File: config.mk
export PLATFORM = sky130hd
export DESIGN_NAME = fsm_ex1_driver
export DESIGN_NICKNAME = d
export VERILOG_FILES = /design/src/rtl/fsm_ex1_pkg.sv /design/src/rtl/ex1_hold_counter.sv /design/src/rtl/fsm_ex1_driver.sv
export SDC_FILE = /design/constraint.sdc
export NUM_CORES = 1
export LEC_CHECK = 0
export ABC_AREA = 0
export CAP_MARGIN = 10
export CELL_PAD_IN_SITES_DETAIL_PLACEMENT = 1
export CELL_PAD_IN_SITES_GLOBAL_PLACEMENT = 2
export CORE_MARGIN = 2
export CORE_UTILIZATION = 29
export DETAILED_ROUTE_END_ITERATION = 12
export PLACE_DENSITY_LB_ADDON = 0.1
export SLEW_MARGIN = 20
export SYNTH_ARGS = -nofsm -noshare
export SYNTH_HDL_FRONTEND = slang
export SYNTH_SLANG_ARGS = --single-unit
File: constraint.sdc
create_clock -name clk -period 1.9 [get_ports clk]
set_input_delay 0.57 -clock clk [delete_from_list [all_inputs] [get_ports clk]]
set_output_delay 0.57 -clock clk [all_outputs]
set_load 0.02 [all_outputs]
File: src/rtl/fsm_ex1_pkg.sv
// Shared encodings for the ex1 a/b handshake driver and its responder.
// Latency: n/a (types, constants and pure helper functions only).
// Backpressure: n/a.
package fsm_ex1_pkg;

    // Command encodings carried on cmd
    localparam logic [1:0] CMD_NOP   = 2'b00;
    localparam logic [1:0] CMD_SHORT = 2'b01;
    localparam logic [1:0] CMD_LONG  = 2'b10;
    localparam logic [1:0] CMD_RSVD  = 2'b11;

    // Responder state encodings (y1=1 in S0,S1; y0 = S0 & a & b)
    localparam logic [1:0] RSP_S0 = 2'b00;
    localparam logic [1:0] RSP_S1 = 2'b01;
    localparam logic [1:0] RSP_S2 = 2'b10;

    // Hold counter width, fixed independently of WAIT_CYCLES
    localparam int HOLD_W = 8;

    // Driver states
    typedef enum logic [2:0] {
        ST_IDLE     = 3'd0,
        ST_NOP      = 3'd1,
        ST_SH_FIRE  = 3'd2,
        ST_SH_GAP   = 3'd3,
        ST_LG_ENTER = 3'd4,
        ST_LG_HOLD  = 3'd5,
        ST_LG_EXIT  = 3'd6,
        ST_BAD      = 3'd7
    } drv_state_t;

    // Moore decode of {a,b} from the driver state
    function automatic logic [1:0] drive_ab(input drv_state_t s);
        logic [1:0] ab;
        ab = 2'b00;
        case (s)
            ST_SH_FIRE:  ab = 2'b11;
            ST_LG_ENTER: ab = 2'b10;
            ST_LG_EXIT:  ab = 2'b10;
            default:     ab = 2'b00;
        endcase
        return ab;
    endfunction

    // Expected responder outputs for the current drive cycle; BAD never passes
    function automatic logic check_ok(input drv_state_t s, input logic y1, input logic y0);
        logic ok;
        ok = 1'b1;
        case (s)
            ST_NOP:      ok = y1 & ~y0;
            ST_SH_FIRE:  ok = y1 & y0;
            ST_SH_GAP:   ok = ~y1;
            ST_LG_ENTER: ok = y1 & ~y0;
            ST_LG_HOLD:  ok = y1;
            ST_LG_EXIT:  ok = y1 & ~y0;
            ST_BAD:      ok = 1'b0;
            default:     ok = 1'b1;
        endcase
        return ok;
    endfunction

endpackage

File: src/rtl/ex1_hold_counter.sv
// Down-counter timing the LG_HOLD phase: load, decrement, zero flag.
// Latency: loaded value visible the cycle after load_i; zero_o is combinational on the count.
// Backpressure: none; load_i takes priority over dec_i.
module ex1_hold_counter
    import fsm_ex1_pkg::*;
#(
    parameter int W = HOLD_W
) (
    input  logic         clk,
    input  logic         reset,
    input  logic         load_i,
    input  logic [W-1:0] load_val_i,
    input  logic         dec_i,
    output logic         zero_o
);

    logic [W-1:0] cnt_q;
    logic [W-1:0] cnt_d;

    // Next count: load wins, otherwise decrement while non-zero
    always_comb begin
        cnt_d = cnt_q;
        if (load_i) begin
            cnt_d = load_val_i;
        end else if (dec_i && (cnt_q != '0)) begin
            cnt_d = cnt_q - {{(W-1){1'b0}}, 1'b1};
        end
    end

    // Count register, cleared by async reset
    always_ff @(posedge clk or posedge reset) begin
        if (reset) begin
            cnt_q <= '0;
        end else begin
            cnt_q <= cnt_d;
        end
    end

    assign zero_o = (cnt_q == '0);

endmodule

File: src/rtl/fsm_ex1_driver.sv
// Initiator for the ex1 a/b handshake: runs one command, checks y0/y1, reports done/err.
// Latency: done 2 (NOP/RSVD), 3 (SHORT) or 3+WAIT_CYCLES (LONG) cycles after accept.
// Backpressure: cmd_ready is high only in IDLE; next command may be accepted in the done cycle.
module fsm_ex1_driver
    import fsm_ex1_pkg::*;
#(
    parameter int WAIT_CYCLES = 2,
    parameter int CNT_W       = 8
) (
    input  logic             clk,
    input  logic             reset,
    input  logic             cmd_valid,
    input  logic [1:0]       cmd,
    output logic             cmd_ready,
    output logic             a,
    output logic             b,
    input  logic             y0,
    input  logic             y1,
    output logic             busy,
    output logic             done,
    output logic             err,
    output logic             err_sticky,
    output logic [CNT_W-1:0] txn_count
);

    localparam logic              HAS_HOLD  = (WAIT_CYCLES != 0);
    localparam logic [HOLD_W-1:0] HOLD_LOAD = HAS_HOLD ? HOLD_W'(WAIT_CYCLES - 1) : '0;

    drv_state_t       state_q, state_d;
    logic             fail_q, fail_d;
    logic             done_q, err_q, err_sticky_q;
    logic [CNT_W-1:0] txn_count_q;

    logic             chk_ok;
    logic             finish;
    logic             hold_load;
    logic             hold_dec;
    logic             hold_zero;
    logic [1:0]       ab;

    ex1_hold_counter #(
        .W (HOLD_W)
    ) u_hold (
        .clk        (clk),
        .reset      (reset),
        .load_i     (hold_load),
        .load_val_i (HOLD_LOAD),
        .dec_i      (hold_dec),
        .zero_o     (hold_zero)
    );

    // Next-state, fail accumulation and hold-counter control
    always_comb begin
        state_d   = state_q;
        fail_d    = fail_q;
        hold_load = 1'b0;
        hold_dec  = 1'b0;
        finish    = 1'b0;
        chk_ok    = check_ok(state_q, y1, y0);
        case (state_q)
            ST_IDLE: begin
                if (cmd_valid) begin
                    fail_d = 1'b0;
                    case (cmd)
                        CMD_NOP:   state_d = ST_NOP;
                        CMD_SHORT: state_d = ST_SH_FIRE;
                        CMD_LONG:  state_d = ST_LG_ENTER;
                        default:   state_d = ST_BAD;
                    endcase
                end
            end
            ST_NOP: begin
                finish  = 1'b1;
                state_d = ST_IDLE;
            end
            ST_SH_FIRE: begin
                state_d = ST_SH_GAP;
            end
            ST_SH_GAP: begin
                finish  = 1'b1;
                state_d = ST_IDLE;
            end
            ST_LG_ENTER: begin
                if (HAS_HOLD) begin
                    state_d   = ST_LG_HOLD;
                    hold_load = 1'b1;
                end else begin
                    state_d = ST_LG_EXIT;
                end
            end
            ST_LG_HOLD: begin
                if (hold_zero) begin
                    state_d = ST_LG_EXIT;
                end else begin
                    hold_dec = 1'b1;
                end
            end
            ST_LG_EXIT: begin
                finish  = 1'b1;
                state_d = ST_IDLE;
            end
            ST_BAD: begin
                finish  = 1'b1;
                state_d = ST_IDLE;
            end
            default: begin
                state_d = ST_IDLE;
            end
        endcase
        // Checks only flag; they never shorten a sequence
        if (state_q != ST_IDLE) begin
            fail_d = fail_q | ~chk_ok;
        end
    end

    // FSM state plus registered done/err/sticky/count, updated on final-state exit
    always_ff @(posedge clk or posedge reset) begin
        if (reset) begin
            state_q      <= ST_IDLE;
            fail_q       <= 1'b0;
            done_q       <= 1'b0;
            err_q        <= 1'b0;
            err_sticky_q <= 1'b0;
            txn_count_q  <= '0;
        end else begin
            state_q <= state_d;
            fail_q  <= fail_d;
            done_q  <= finish;
            err_q   <= finish & fail_d;
            if (finish) begin
                txn_count_q  <= txn_count_q + {{(CNT_W-1){1'b0}}, 1'b1};
                err_sticky_q <= err_sticky_q | fail_d;
            end
        end
    end

    assign ab         = drive_ab(state_q);
    assign a          = ab[1];
    assign b          = ab[0];
    assign cmd_ready  = (state_q == ST_IDLE);
    assign busy       = (state_q != ST_IDLE);
    assign done       = done_q;
    assign err        = err_q;
    assign err_sticky = err_sticky_q;
    assign txn_count  = txn_count_q;

endmodule
==> results of run 1 <==
layout make-up:
class,count,area (µm²)
Tap cell,52,65.1
Multi-Input combinational cell,91,663
Fill cell,513,2570
Clock buffer,3,41.3
Timing Repair Buffer,42,364
Clock inverter,1,5.00
Sequential cell,23,576
Inverter,11,41.3
cell families (layout without fill, tap and decap cells):
family,count (synthesis),count (layout),share of synthesized area (%)
multiplexers,7,7,5.61
buffers and inverters,15,57,4.55
adder cells (fa/ha/maj),6,6,5.81
AO/OA/AOI/OAI,23,23,13.5
XOR/XNOR,7,7,4.74
AND/OR/NAND/NOR,48,48,21.3
flip-flops,23,23,44.5
power by group:
group,internal [µW],leakage [µW],switching [µW]
Combinational,779,0.000561,817
Clock,147,0.0000255,166
Sequential,658,0.000288,161
what timing repair did:
action | in CTS | in global routing
resized for setup | 10 | 8
pin swaps | 1 | 1
buffers inserted | 0 | 2
endpoints found under the setup margin | 7 | 9
Yosys cell counts, drive strengths merged (2+ instances only):
master  instances  area share (%)
xnor2           2             1.4
nor3            2            0.77
nor3b           3             1.7
mux2            2             1.7
nor4            3             1.5
clkbuf          2            0.58
o31ai           3             1.7
or3             2            0.97
dfrtp          23              45
o21ai           4             1.5
o211ai          4             2.3
xor2            5             3.4
nand2           9             2.6
inv            11             3.2
ha              6             5.8
or3b            3             2.0
nand3           2            0.77
mux2i           5             3.9
a21oi           4             1.5
buf             2            0.77
nor2           13             3.8
or2             2            0.97
per-stage QoR:
step	instance area (µm²)	setup WS, ns	std cells	setup TNS, ns	total power (µW)
floorplan	1290	0.0104	129	0	1740
detailed placement	1690	-0.0458	217	-0.136	2460
CTS	1740	0.00604	221	0	2760
global route	1760	0.00179	223	0	2990
finish	1760	0.0589	223	0	2730
global placement	1690	-0.0265	217	-0.0581	2420
cell usage in the layout (no fill, tap or decap), types with 2 or more instances in the layout:
master           instances
o211ai_1                 4
or2_2                    2
buf_4                   21
a21oi_1                  4
nor3b_1                  3
xor2_1                   5
o31ai_1                  3
dlygate4sd2_1            3
nand3_1                  2
inv_1                   11
clkdlybuf4s50_1         11
or3_1                    2
xnor2_1                  2
nor2_1                  12
o21ai_0                  4
or3b_2                   2
ha_1                     6
dlymetal6s2s_1           4
mux2i_1                  5
dfrtp_1                 23
mux2_2                   2
nor3_1                   2
nor4_1                   3
nand2_1                  9
clkbuf_8                 3
per-layer routing:
metal  share of wire (%)  wire (µm)  vias to the layer above  track usage (%)
met1                  48       1510                      536             18.8
li1                    -          -                      537                -
met2                  48       1490                       14             23.1
met5                   0          0                        -                0
met3                 3.3        103                        2             3.42
met4                0.54         17                        0             2.52
how the worst max path moves through the flow:
stage / start / slack [ns] / depth (start not counted) / end
floorplan: u_hold.cnt_q[0]$_DFFE_PP0P_ / 0.01 / 5 / u_hold.cnt_q[1]$_DFFE_PP0P_
global placement: cmd[1] / -0.03 / 6 / state_q[1]$_DFFE_PP0P_
detailed placement: y1 / -0.05 / 4 / err_sticky$_DFFE_PP0P_
CTS: txn_count[0]$_DFFE_PP0P_ / 0.006 / 1 / txn_count[0]
global route: txn_count[6]$_DFFE_PP0P_ / 0.002 / 1 / txn_count[6]
finish: txn_count[6]$_DFFE_PP0P_ / 0.06 / 1 / txn_count[6]
flip-flops by register name, indices dropped and copies added (netlist names):
signal	count
err	1
fail_q	1
done	1
state_q	3
err_sticky	1
u_hold.cnt_q	8
txn_count	8
==> summary.md, run 1 <==
| Metric | Value |
|---|---|
| Hold WC Path Type | `flop to flop` |
| Clock Sinks | `23` |
| Hpwl dp | `2410 µm` |
| Period Utilization, post-route | `96.9%` |
| Final ANT Viol Nets | `0` |
| Initial Util | `~30%` |
| Final layout net count | `approximately 190` |
| Rows | `24` |
| Worst Setup End Kind | `output port` |
| Clock latency on the worst-skew pair | `0.27 ns` |
| Crit path max fanout | `3` |
| Number of diodes | `0` |
| CTS H-tree depth | `1` |
| HP Start | `txn_count[7]$_DFFE_PP0P_` |
| Delay-heaviest family, CP | `buffers and inverters` |
| Final slew viol count | `0` |
| Core Area | `4320 µm²` |
| RSZ-0062 raised after global routing | `false` |
| Synth-to-layout area growth | `35.8%` |
| CTS buffer count | `3` |
| Port Buffer Count | `21` |
| Status | `finished, final reports clean` |
| Post-Syn Area | `~1300 µm²` |
| Final Wtd Congestion | `0.813` |
| Deepest clock path buffer count | `2` |
| Crit path buf inv count | `1` |
| Hold path endpoint | `txn_count[7]$_DFFE_PP0P_` |
| Leakage | `0.000874 µW` |
| Root Driver | `clkbuf_8` |
| Synth Register Bits | `23` |
| Synth warnings | `0` |
| Layout cells sized above 1 | `between 20% and 30%` |
| Global-route wire length before repair | `roughly 5500 µm` |
| CTS tree | `yes` |
| Chip width | `70.8 µm` |
| EDFF count, synth | `0` |
| Routed wire length | `3130 µm` |
| Max_slew headroom | `71.5%` |
| Highest clock rate | `543 MHz` |
| Total global routing overflow | `0` |
| # DRC | `0` |
| CP arrival | `1.27 ns` |
| Reg clk slew, reported paths | `0.09 ns` |
| Async SR Flop Fraction | `between 90% and 100%` |
| Total track usage | `13.9%` |
| Cell Pwr Density | `1550 nW/µm²` |
| Clock skew | `0.00510 ns` |
| DR vias/cell | `4.88` |
| Max VDD drop | `a little over 0.0006 V` |
| R2r startpoint | `u_hold.cnt_q[0]$_DFFE_PP0P_` |
| Max cap viols | `0` |
| Util after Layout | `40.6%` |
| Routed via count | `1089` |
| Worst R2R End | `u_hold.cnt_q[1]$_DFFE_PP0P_` |
| Synth Net Count | `142` |
| Required @ worst endpoint | `1.33 ns` |
| Antenna violations before repair | `0` |
| Largest net degree at the start of global routing | `24` |
| I/O Pins | `22` |
| Critical path's slowest cell | `clkdlybuf4s50_1` |
| Cell breakdown of the critical path | `clkdlybuf4s50_1` |
| Initial DRC Count | `19` |
| Crit path kind | `flop to output port` |
| Startpoint types | `flop` |
| Vias in the first global route | `1155` |
| Post-layout min period | `1.84 ns` |
| Syn_area_per_cell | `approximately 10 µm²` |
| Die height | `70.8 µm` |
| Seq/Total Area, Yosys | `around 45%` |
| Worst Tran Pin Value | `about 0.42 ns` |
| Worst reg2reg path depth | `5` |
| Hold path cells | `1` |
| Synth cell types | `39` |
| CP max stage delay | `slightly above 0.6 ns` |
| Worst hold slack | `0.470 ns` |
| Main flop type after synthesis | `dfrtp_1` |
| CTS Hold Bufs | `0` |
| Final setup fails | `0` |
| Synth Instances | `129` |
| Internal reg-to-reg setup slack | `0.09 ns` |
| Wire length per cell | `14.0 µm` |
| TritonRoute pass-1 iters | `4` |
| Die area | `5010 µm²` |
| Final hold viol count | `0` |
Power figures use the tool's default switching activity.
==> inputs of run 2 (changes only) <==
CORE_UTILIZATION = 32   (was 29)
clock period = 1.75 ns   (was 1.9 ns; I/O delays follow)
==> summary.md, run 2 (synthesis gave the netlist of run 1 again) <==
| Metric | Value |
|---|---|
| Crit path max fanout | `2 (was 3)` |
| Worst hold slack | `0.462 ns (was 0.470 ns)` |
| Routed via count | `1115 (was 1089)` |
| CTS tree | `yes (unchanged)` |
| Die height | `67.6 µm (was 70.8 µm)` |
| Largest net degree at the start of global routing | `24 (unchanged)` |
| CTS Hold Bufs | `0 (unchanged)` |
| Clock Sinks | `23 (unchanged)` |
| Final ANT Viol Nets | `0 (unchanged)` |
| Combinational power share | `60.1% (was 58.5%)` |
| Antenna violations before repair | `0 (unchanged)` |
| Initial DRC Count | `21 (was 19)` |
| Wire length per cell | `13.9 µm (was 14.0 µm)` |
| Chip width | `67.6 µm (was 70.8 µm)` |
| R2r startpoint | `u_hold.cnt_q[1]$_DFFE_PP0P_ (was u_hold.cnt_q[0]$_DFFE_PP0P_)` |
| Synth-to-layout area growth | `40.7% (was 35.8%)` |
| Final hold viol count | `0 (unchanged)` |
| Max cap viols | `0 (unchanged)` |
| Switch share | `42.2% (was 41.9%)` |
| Max VDD drop | `0.000616 V (was 0.000606 V)` |
| Clock latency on the worst-skew pair | `0.27 ns (about the same)` |
| Global-route wire length before repair | `5330 µm (was 5550 µm)` |
| Port Buffer Count | `21 (unchanged)` |
| Clock skew | `0.00490 ns (was 0.00510 ns)` |
| Net switching power | `1300 µW (was 1140 µW)` |
| CTS buffer count | `3 (unchanged)` |
| Internal reg-to-reg setup slack | `0.01 ns (was 0.09 ns)` |
| Worst Setup End Kind | `flop (was output port)` |
| HP Start | `txn_count[7]$_DFFE_PP0P_ (unchanged)` |
| Total track usage | `15.2% (was 13.9%)` |
| Reg clk slew, reported paths | `0.09 ns (about the same)` |
| Routed wire length | `3140 µm (was 3130 µm)` |
| Setup TNS | `0 ns (unchanged)` |
| Root Driver | `clkbuf_8 (unchanged)` |
| Final total power | `3080 µW (was 2730 µW)` |
| Leakage | `0.000884 µW (was 0.000874 µW)` |
| I/O Pins | `22 (unchanged)` |
| Seq pwr share | `28.6% (was 30.0%)` |
| Int Pwr | `1780 µW (was 1580 µW)` |
| Post-layout min period | `1.74 ns` |
| Layout cells sized above 1 | `29.5% (was 21.6%)` |
| Clock power frac | `11.3% (was 11.5%)` |
| Initial Util | `32.8% (was 29.9%)` |
| DR vias/cell | `4.93 (was 4.88)` |
| CP startpoint | `u_hold.cnt_q[1]$_DFFE_PP0P_ (was txn_count[6]$_DFFE_PP0P_)` |
| Die area | `4560 µm² (was 5010 µm²)` |
| Rows | `23 (was 24)` |
| Highest clock rate | `575 MHz` |
| Cell Pwr Density | `1700 nW/µm² (was 1550 nW/µm²)` |
| Final Wtd Congestion | `0.822 (was 0.813)` |
| Startpoint types | `flop (unchanged)` |
| Util after Layout | `46.1% (was 40.6%)` |
| Total global routing overflow | `0 (unchanged)` |
| Commonest non-fill, non-tap cells in the layout | `24 x buf_4, 22 x dfrtp_1, 11 x nor2_1 (was 23 x dfrtp_1, 21 x buf_4, 12 x nor2_1, 11 x inv_1, 11 x clkdlybuf4s50_1)` |
| TritonRoute pass-1 iters | `3 (was 4)` |
| Status | `finished, final reports clean (unchanged)` |
| Hold WC Path Type | `flop to flop (unchanged)` |
| Final layout net count | `190 (was 185)` |
| Max_slew headroom | `75.3% (was 71.5%)` |
| Finished Cell Area | `1820 µm² (was 1760 µm²)` |
| Required @ worst endpoint | `1.91 ns (was 1.33 ns)` |
| Crit path kind | `flop to flop (was flop to output port)` |
| Most common cell after layout, fill and taps aside | `buf_4 (was dfrtp_1)` |
| Final setup fails | `0 (unchanged)` |
| Worst Tran Pin Value | `0.365 ns (was 0.422 ns)` |
| Core Area | `3940 µm² (was 4320 µm²)` |
| Deepest clock path buffer count | `2 (unchanged)` |
| # DRC | `0 (unchanged)` |
| CP arrival | `1.90 ns (was 1.27 ns)` |
| Vias in the first global route | `1177 (was 1155)` |
| Number of diodes | `0 (unchanged)` |
| Period Utilization, post-route | `99.3%` |
| Hpwl dp | `2480 µm (was 2410 µm)` |
| Dpl cell area | `1740 µm² (was 1690 µm²)` |
| Final slew viol count | `0 (unchanged)` |
| CTS H-tree depth | `1 (unchanged)` |
| RSZ-0062 raised after global routing | `true (was false)` |
-- run 2: changes by cell type in the layout (fill, tap and decap cells not counted), moves of 2 or more --
cell	previous run	this run
inv_1	11	9
dlygate4sd2_1	3	9
buf_4	21	24
dlymetal6s2s_1	4	1
inv_2	0	2
clkdlybuf4s50_1	11	7
buf_6	0	2
-- run 2: final cells by class --
cell class              instances  area [µm²]
multi-input cells              91         704
flip-flops and latches         23         577
fillers                       449        2120
clock buffers                   3        41.3
inverters                      11        41.3
repair buffers                 47         384
well taps                      50        62.6
clock inverters                 1        7.51
-- run 2: power groups by stage --
stage	registers, µW	logic (µW)	clock network (µW)
floorplan	976	919	0
global placement	872	1810	0
detailed placement	881	1880	0
CTS	875	1890	359
global route	908	2070	377
finish	881	1860	348
-- run 2: worst max-delay path: stages, from the launching register on --
cell      delay [ns]
dfrtp_1         0.41
inv_2           0.08
ha_4            0.13
or3b_4          0.40
o311ai_4        0.28
mux2_4          0.33
-- run 2: per-stage QoR --
step / instances / setup WS, ns
final: 226 / 0.0120
after global routing: 226 / -0.0610
after CTS: 225 / -0.0798
after detailed placement: 221 / -0.155
after global placement: 221 / -0.116
after floorplan: 129 / -0.0289
-- run 2: metal layers --
layer	vias up	track usage, %	routed length, µm
li1	545	-	-
met1	552	19.1	1400
met5	-	0	0
met2	14	27.6	1620
met4	0	3.06	23
met3	4	2.17	92
-- run 2: timing repair --
item | 4_1_cts | 5_1_grt
endpoints found under the setup margin | 17 | 10
pin swaps | 5 | 6
buffers inserted | 1 | 1
resized for setup | 26 | 12
-- run 2: final timing paths --
| path | endpoint | depth (start not counted) |
|---|---|---|
| worst max-delay path | u_hold.cnt_q[1]$_DFFE_PP0P_ | 5 |
| worst min-delay path | txn_count[7]$_DFFE_PP0P_ | 1 |
| worst max register to register | u_hold.cnt_q[1]$_DFFE_PP0P_ | 5 |
| worst min register to register | txn_count[7]$_DFFE_PP0P_ | 1 |
| max in group asynchronous | state_q[0]$_DFFE_PP0P_ | 3 |
| min in group asynchronous | txn_count[6]$_DFFE_PP0P_ | 3 |
